### config.mk
export PLATFORM = sky130hd
export DESIGN_NAME = add_unit_arbiter
export DESIGN_NICKNAME = d
export VERILOG_FILES = /design/src/rtl/add_unit_arbiter.sv
export SDC_FILE = /design/constraint.sdc
export NUM_CORES = 1
export LEC_CHECK = 0
export CAP_MARGIN = 20
export CORE_MARGIN = 2
export CORE_UTILIZATION = 31
export CTS_CLUSTER_SIZE = 28
export DETAILED_ROUTE_END_ITERATION = 8
export DONT_BUFFER_PORTS = 1
export SLEW_MARGIN = 15
export SYNTH_ARGS = -nofsm -noshare
export SYNTH_HDL_FRONTEND = slang
export SYNTH_SLANG_ARGS = --single-unit
export TNS_END_PERCENT = 10
### constraint.sdc
create_clock -name clock -period 3.03 [get_ports clock]
set_input_delay 0.909 -clock clock [delete_from_list [all_inputs] [get_ports clock]]
set_output_delay 0.909 -clock clock [all_outputs]
set_load 0.005 [all_outputs]
### src/rtl/add_unit_arbiter.sv
// add_unit_arbiter
// Round-robin arbiter and sequencer sharing one add/subtract unit between
// two requesters. One operation is in flight at a time. Operands are held
// on alu_* for ADD_LATENCY cycles, then the result is captured and returned
// with the id of the requester that issued it.
module add_unit_arbiter #(
    parameter int WIDTH       = 32,
    parameter int ADD_LATENCY = 1    // legal range 1..15
) (
    input  logic             clock,
    input  logic             reset_n,

    input  logic             req0_valid,
    output logic             req0_ready,
    input  logic [WIDTH-1:0] req0_a,
    input  logic [WIDTH-1:0] req0_b,
    input  logic             req0_sub,

    input  logic             req1_valid,
    output logic             req1_ready,
    input  logic [WIDTH-1:0] req1_a,
    input  logic [WIDTH-1:0] req1_b,
    input  logic             req1_sub,

    output logic [WIDTH-1:0] alu_a,
    output logic [WIDTH-1:0] alu_b,
    output logic             alu_cin,
    input  logic [WIDTH-1:0] alu_result,
    input  logic             alu_overflow,

    output logic             resp_valid,
    input  logic             resp_ready,
    output logic             resp_id,
    output logic [WIDTH-1:0] resp_result,
    output logic             resp_overflow
);

    typedef enum logic [1:0] {
        IDLE = 2'd0,
        EXEC = 2'd1,
        RESP = 2'd2
    } state_t;

    // Terminal count of the EXEC phase; capture happens on the edge that
    // leaves EXEC, which is ADD_LATENCY edges after the accept edge.
    localparam logic [3:0] LAST_CNT = 4'(ADD_LATENCY - 1);

    state_t     state;
    state_t     state_next;
    logic       last_grant;
    logic [3:0] cnt;
    logic       grant;
    logic       accept;
    logic       cnt_done;

    // Round-robin choice: alternate when both ask, otherwise serve the asker.
    always_comb begin
        // NOTE: every signal assigned in a combinational block gets a default
        // first, so no path leaves it unassigned and no latch is inferred.
        grant = 1'b0;
        if (req0_valid && req1_valid) begin
            grant = ~last_grant;
        end else if (req1_valid) begin
            grant = 1'b1;
        end
    end

    // Readys are gated with reset_n so that nothing is accepted, nor
    // advertised, while reset is held.
    assign req0_ready = reset_n && (state == IDLE) && req0_valid && !grant;
    assign req1_ready = reset_n && (state == IDLE) && req1_valid &&  grant;
    assign accept     = req0_ready || req1_ready;
    assign cnt_done   = (cnt == LAST_CNT);
    assign resp_valid = (state == RESP);

    // State register.
    always_ff @(posedge clock or negedge reset_n) begin
        if (!reset_n) begin
            state <= IDLE;
        end else begin
            // NOTE: sequential state is updated with non-blocking assignments
            // so every register samples pre-edge values regardless of order.
            state <= state_next;
        end
    end

    // Next-state logic: IDLE -> EXEC -> RESP -> IDLE.
    always_comb begin
        state_next = state;
        unique case (state)
            IDLE: if (accept)     state_next = EXEC;
            EXEC: if (cnt_done)   state_next = RESP;
            RESP: if (resp_ready) state_next = IDLE;
            default:              state_next = IDLE;
        endcase
    end

    // Operand latch on accept, latency count in EXEC, result capture on exit.
    always_ff @(posedge clock or negedge reset_n) begin
        if (!reset_n) begin
            alu_a         <= '0;
            alu_b         <= '0;
            alu_cin       <= 1'b0;
            resp_id       <= 1'b0;
            resp_result   <= '0;
            resp_overflow <= 1'b0;
            last_grant    <= 1'b1;
            cnt           <= '0;
        end else begin
            if (accept) begin
                alu_a      <= grant ? req1_a   : req0_a;
                alu_b      <= grant ? req1_b   : req0_b;
                alu_cin    <= grant ? req1_sub : req0_sub;
                resp_id    <= grant;
                last_grant <= grant;
                cnt        <= '0;
            end
            if (state == EXEC) begin
                cnt <= cnt + 4'd1;
                if (cnt_done) begin
                    resp_result   <= alu_result;
                    resp_overflow <= alu_overflow;
                end
            end
        end
    end

endmodule

==> impl_results.md <==
* Outcome: finished clean
* Final setup vio count at 0
* Synth Warn # at 0
* Setup Buffers After CTS at 0
* Clk pin slew, worst setup/hold paths at 0.07 ns
* CP max FO at 107
* Cts hold-fix bufs at 0
* Post-layout instance area at 5370 µm²
* EDFF count, synth at 0
* Met1 Track Usage GR at 11.2%
* First-pass GRT wire length at 13.8 mm
* I/O pins at 270
* Area of the multi-input gates at 2080 µm²
* Final ANT Viol Nets at 0
* GRT met2 Usage at 19.5%
* Pre-CTS setup slack at roughly 0.65 ns
* Total CTS buffers at 9
* CTS tree: built
* Register area share after synthesis at 54.5%
* Slew headroom at 72.3%
* Pleak at 2.19 nW
* Syn avg cell area at 15.2 µm²
* Nets at 489
* Peak Freq at approximately 0.43 GHz
* Via count at between 2000 and 3000
* Crit path max-delay family: simple AND/OR/NAND/NOR gates
* # DRC at 0
* GR met3 Demand/Resource at between 3 and 4%
* Crit path buf inv count at 0
* CP peak stage delay at 0.26 ns
* WL/cell at approximately 18 µm
* Die Area at 16700 µm²
* Die W at 129 µm
* Unrepaired setup endpoints after global routing: no
* Setup ws final at between 0.6 and 0.7 ns
* Initial antenna violation count at 0
* CORE AREA at 15300 µm²
* Worst-Margin Slew at 0.415 ns
* Longest Clk Path Bufs at 2
* Dpl cells at a little over 500
* Die H at 129 µm
* Sink Count at ~110
* Ys flop type: dfrtp_1
* Final non-filler cell total at 535
* Crit-path cells: nor3b_4 > nand2_1 > nor2_1
* Total global-route track usage at 10.9%
* Final Max Tran Viols at 0
* Hpwl dp at just under 7 mm
* Hold Fails Final Rpt at 0
* GPL Wtd Cong at 0.679
* Final worst path period need at about 2.3 ns
* Crit path required time at ~2.1 ns
* Power Dens Cells at a little under 1000 nW/µm²
* Port Buffers at 0
* Max VDD drop at 0.000369 V
* Worst setup SP type: input port
* Maximum number of pins on one net before global-route repair at 108
* Fin util at 35.2%
* H-tree level count at 3
* Fin crit share at 77.5%
* Mapped Cells at 321
* GRT busiest layer: met2
* Mapped Nets at 491
* Total grt overflow at 0
* CP endpoint kind: output port
* Crit path DAT at 1.44 ns
* Area grow syn2layout at 10.2%
* Cell variety after synth at 28
* Vias in the first global route at 2702
* Storage cell area at 2650 µm²
* Ys async rst share at 100%
* WL final at between 9 and 10 mm
* Slowest-stage cell, CP: nor3b_4
* Starting Density at 31.9%
* Row cnt at 45
* Root Buffer: clkbuf_16
* Vias per cell at between 4 and 5
* DRT Pass-1 Iters at 4
* Share of cells above drive strength 1 at 57.4%
* Post-CTS resize count at 0
* Insertion delay to the later sink of the worst-skew pair at 0.34 ns
* Flop and latch count out of synthesis at around 110
* Hold crit path type: input port to asynchronous set/reset pin
* Kind of critical path: input port to output port
* Drt initial violations at 35
* Post-synthesis cell area at 4870 µm²
* Max-capacitance violation count at 0
* ANT cells at 0
* Post-Route Skew at 0.00642 ns
* Setup TNS at 0 ns
* FILL cells at 1442
* DP Area at 5070 µm²
[synth_stat cells (all sizes together) (2+ instances only)]
| master | instances | area, µm² |
|---|---|---|
| dfrtp | 105 | 2630 |
| and2 | 2 | 12.5 |
| ha | 2 | 25.0 |
| inv | 4 | 15.0 |
| mux2 | 164 | 1870 |
| buf | 18 | 138 |
| nor3b | 2 | 26.3 |
| a21oi | 2 | 10.0 |
| nor2 | 2 | 7.51 |
| o21ai | 2 | 10.0 |
| nand2 | 5 | 18.8 |
| nand2b | 2 | 12.5 |
[stage by stage]
stage / total power [mW] / hold slack [ns]
after floorplan: 3.85 / 0.474
after global placement: 4.16 / 0.499
after detailed placement: 4.22 / 0.505
after CTS: 5.42 / 0.227
after global routing: 5.66 / 0.228
final: 5.31 / 0.250
[final timing paths]
kind	start	to	slack [ns]	depth (start not counted)
worst min-delay path	reset_n	resp_result[26]	0.25	0
worst max-delay path	reset_n	req0_ready	0.68	3
min in group clock	resp_id	resp_id	0.52	1
max in group asynchronous	reset_n	last_grant	2.59	0
worst min register to register	resp_id	resp_id	0.52	1
worst max register to register	state[1]	alu_a[2]	1.11	4
[cell type report]
cell class | count | area share [%]
repair buffers | 5 | 1.17
clock inverters | 6 | 1.21
flip-flops and latches | 106 | 49.4
multi-input cells | 193 | 38.7
inverters | 4 | 0.280
well taps | 211 | 4.92
clock buffers | 10 | 4.27
[power by group]
| group | switching [mW] | total, mW | internal, mW | leakage, nW |
|---|---|---|---|---|
| sequential | 0.595 | 2.74 | 2.15 | 1.25 |
| clock | 0.519 | 1.16 | 0.644 | 0.143 |
| combinational | 0.490 | 1.41 | 0.916 | 0.795 |
[registers in the layout (all words and copies together), names as in the netlist]
| name | flops |
|---|---|
| state | 2 |
| resp_overflow | 1 |
| alu_b | 32 |
| last_grant | 1 |
| resp_id | 1 |
| alu_a | 32 |
| cnt | 4 |
| resp_result | 32 |
| alu_cin | 1 |
[kinds of logic (layout without fill, tap and decap cells)]
logic type	Yosys count	in the layout	synth area share, %
multiplexers	164	164	38.4
flip-flops	106	106	54.5
buffers and inverters	22	25	3.13
AND/OR/NAND/NOR	17	17	2.16
AO/OA/AOI/OAI	9	9	1.16
adder cells (fa/ha/maj)	2	2	0.514
XOR/XNOR	1	1	0.180
[cells in the final DEF, fill, tap and decap left out, drive strengths merged]
cell and instances:
o31ai 1, a21boi 1, and2b 1, nand2b 2, nand4 1, dfrtp 105, nor3b 2, mux2 164
o21ai 2, inv 6, a21o 1, clkinvlp 1, xor2 1, ha 2, nor2 2, nand2 5
a21oi 2, buf 5, clkbuf 10, clkinv 2, a31oi 1, dfstp 1, or2 1, o21bai 1
nand3b 1, bufinv 1, and2 2
[per-layer routing]
| metal | vias to the layer above | wire (µm) |
|---|---|---|
| met1 | 1234 | 3420 |
| met5 | - | 0 |
| met2 | 161 | 5000 |
| li1 | 1131 | - |
| met3 | 9 | 871 |
| met4 | 0 | 159 |
(Power assumes the default switching activity.)
==> edit (config.mk and constraints unchanged) <==
Put one more register stage on the output `resp_overflow`, cleared by the reset. The value now appears one clock later. The other outputs are not delayed to match.
--- a/src/rtl/add_unit_arbiter.sv
+++ b/src/rtl/add_unit_arbiter.sv
@@ -45,4 +45,6 @@
     // leaves EXEC, which is ADD_LATENCY edges after the accept edge.
     localparam logic [3:0] LAST_CNT = 4'(ADD_LATENCY - 1);
+
+    logic resp_overflow_s0;
 
     state_t     state;
@@ -104,5 +106,5 @@
             resp_id       <= 1'b0;
             resp_result   <= '0;
-            resp_overflow <= 1'b0;
+            resp_overflow_s0 <= 1'b0;
             last_grant    <= 1'b1;
             cnt           <= '0;
@@ -120,5 +122,5 @@
                 if (cnt_done) begin
                     resp_result   <= alu_result;
-                    resp_overflow <= alu_overflow;
+                    resp_overflow_s0 <= alu_overflow;
                 end
             end
@@ -126,4 +128,12 @@
     end
 
+    always_ff @(posedge clock or negedge reset_n) begin
+        if (!reset_n) begin
+            resp_overflow <= '0;
+        end else begin
+            resp_overflow <= resp_overflow_s0;
+        end
+    end
+
 endmodule
 
Function: changed (Yosys sat finds a counterexample within 4 cycles, from zero or initial values and one cycle with reset_n low).
==> edit against the unedited design <==
  * Area after synthesis increased by 0.51%
  * Wire length grew 6.6%
  * Largest power group unchanged
  * Sequential cell count increased by 1
  * Design area is 0.37% higher
  * Setup slack worse by 100 ps
  * Total power grew 0.27%
==> edit: results (changes against the unedited design) <==
| Metric | Value |
|---|---|
| Crit path DAT | `1540 ps (+100 ps)` |
| M1 WL | `3530 um (+3.3%)` |
| Status | `finished, final reports clean` |
| Setup WS pre-CTS | `548 ps (-101 ps)` |
| Share of layout cells above drive strength 1 | `56.8% (-0.62 points)` |
| Initial DRC count | `77 (+120%)` |
| Met3 Use GR | `4.79% (+1.2 points)` |
| Adder-cell share of the synthesized area | `0.511% (-0.0026 points)` |
| Compound-gate portion of the synthesized area | `1.15% (-0.0059 points)` |
| Post-synthesis sequential area ratio | `54.7% (+0.23 points)` |
| Met2 wire length | `5320 um (+6.4%)` |
| Crit path max-delay cell type | `a21boi_4` |
| Post-synth net total | `492 (+0.20%)` |
| Slew of the pin with the lowest slew margin | `422 ps (+7.07 ps)` |
| Leak | `2.19 nW (+0.10%)` |
| Xor and xnor area share after synthesis | `0.179% (-0.00092 points)` |
| Crit path max-delay family | `compound AO/OA/AOI/OAI gates` |
| WL met3 | `1040 um (+19%)` |
| Worst path max stage delay | `380 ps (+120 ps)` |
| Most frequent cells after synthesis | `mux2_2 (156), dfrtp_1 (106), buf_4 (9)` |
| Largest net degree at the start of global routing | `109 (+0.93%)` |
| Vias in the first global route | `2741 (+1.4%)` |
| Global-route wire length before repair | `14400 um (+4.8%)` |
| Vias/cell | `4.85 (+2.3%)` |
| Worst-path maximum fanout | `11 (-90%)` |
| Met2 Use GR | `19.6% (+0.11 points)` |
edit: cell type report:
| type | instances | area, um^2 |
|---|---|---|
| fill | 1480 | 9930 |
| sequential | 107 | 2680 |
| multi-input combinational | 193 | 2080 |
| tap | 211 | 264 |
| clock buffer | 12 | 246 |
| timing repair buffer | 4 | 55.1 |
| clock inverter | 4 | 50.0 |
| inverter | 4 | 15.0 |
edit: worst paths after layout:
kind | to | slack, ps | from | cells past startpoint
worst max-delay path | req1_ready | 580 | req1_valid | 2
worst min-delay path | resp_result[2] | 260 | reset_n | 0
worst max register to register | alu_a[31] | 1110 | last_grant | 4
worst min register to register | resp_overflow | 390 | resp_overflow_s0 | 0
max in group asynchronous | last_grant | 2560 | reset_n | 0
min in group clock | resp_overflow | 390 | resp_overflow_s0 | 0
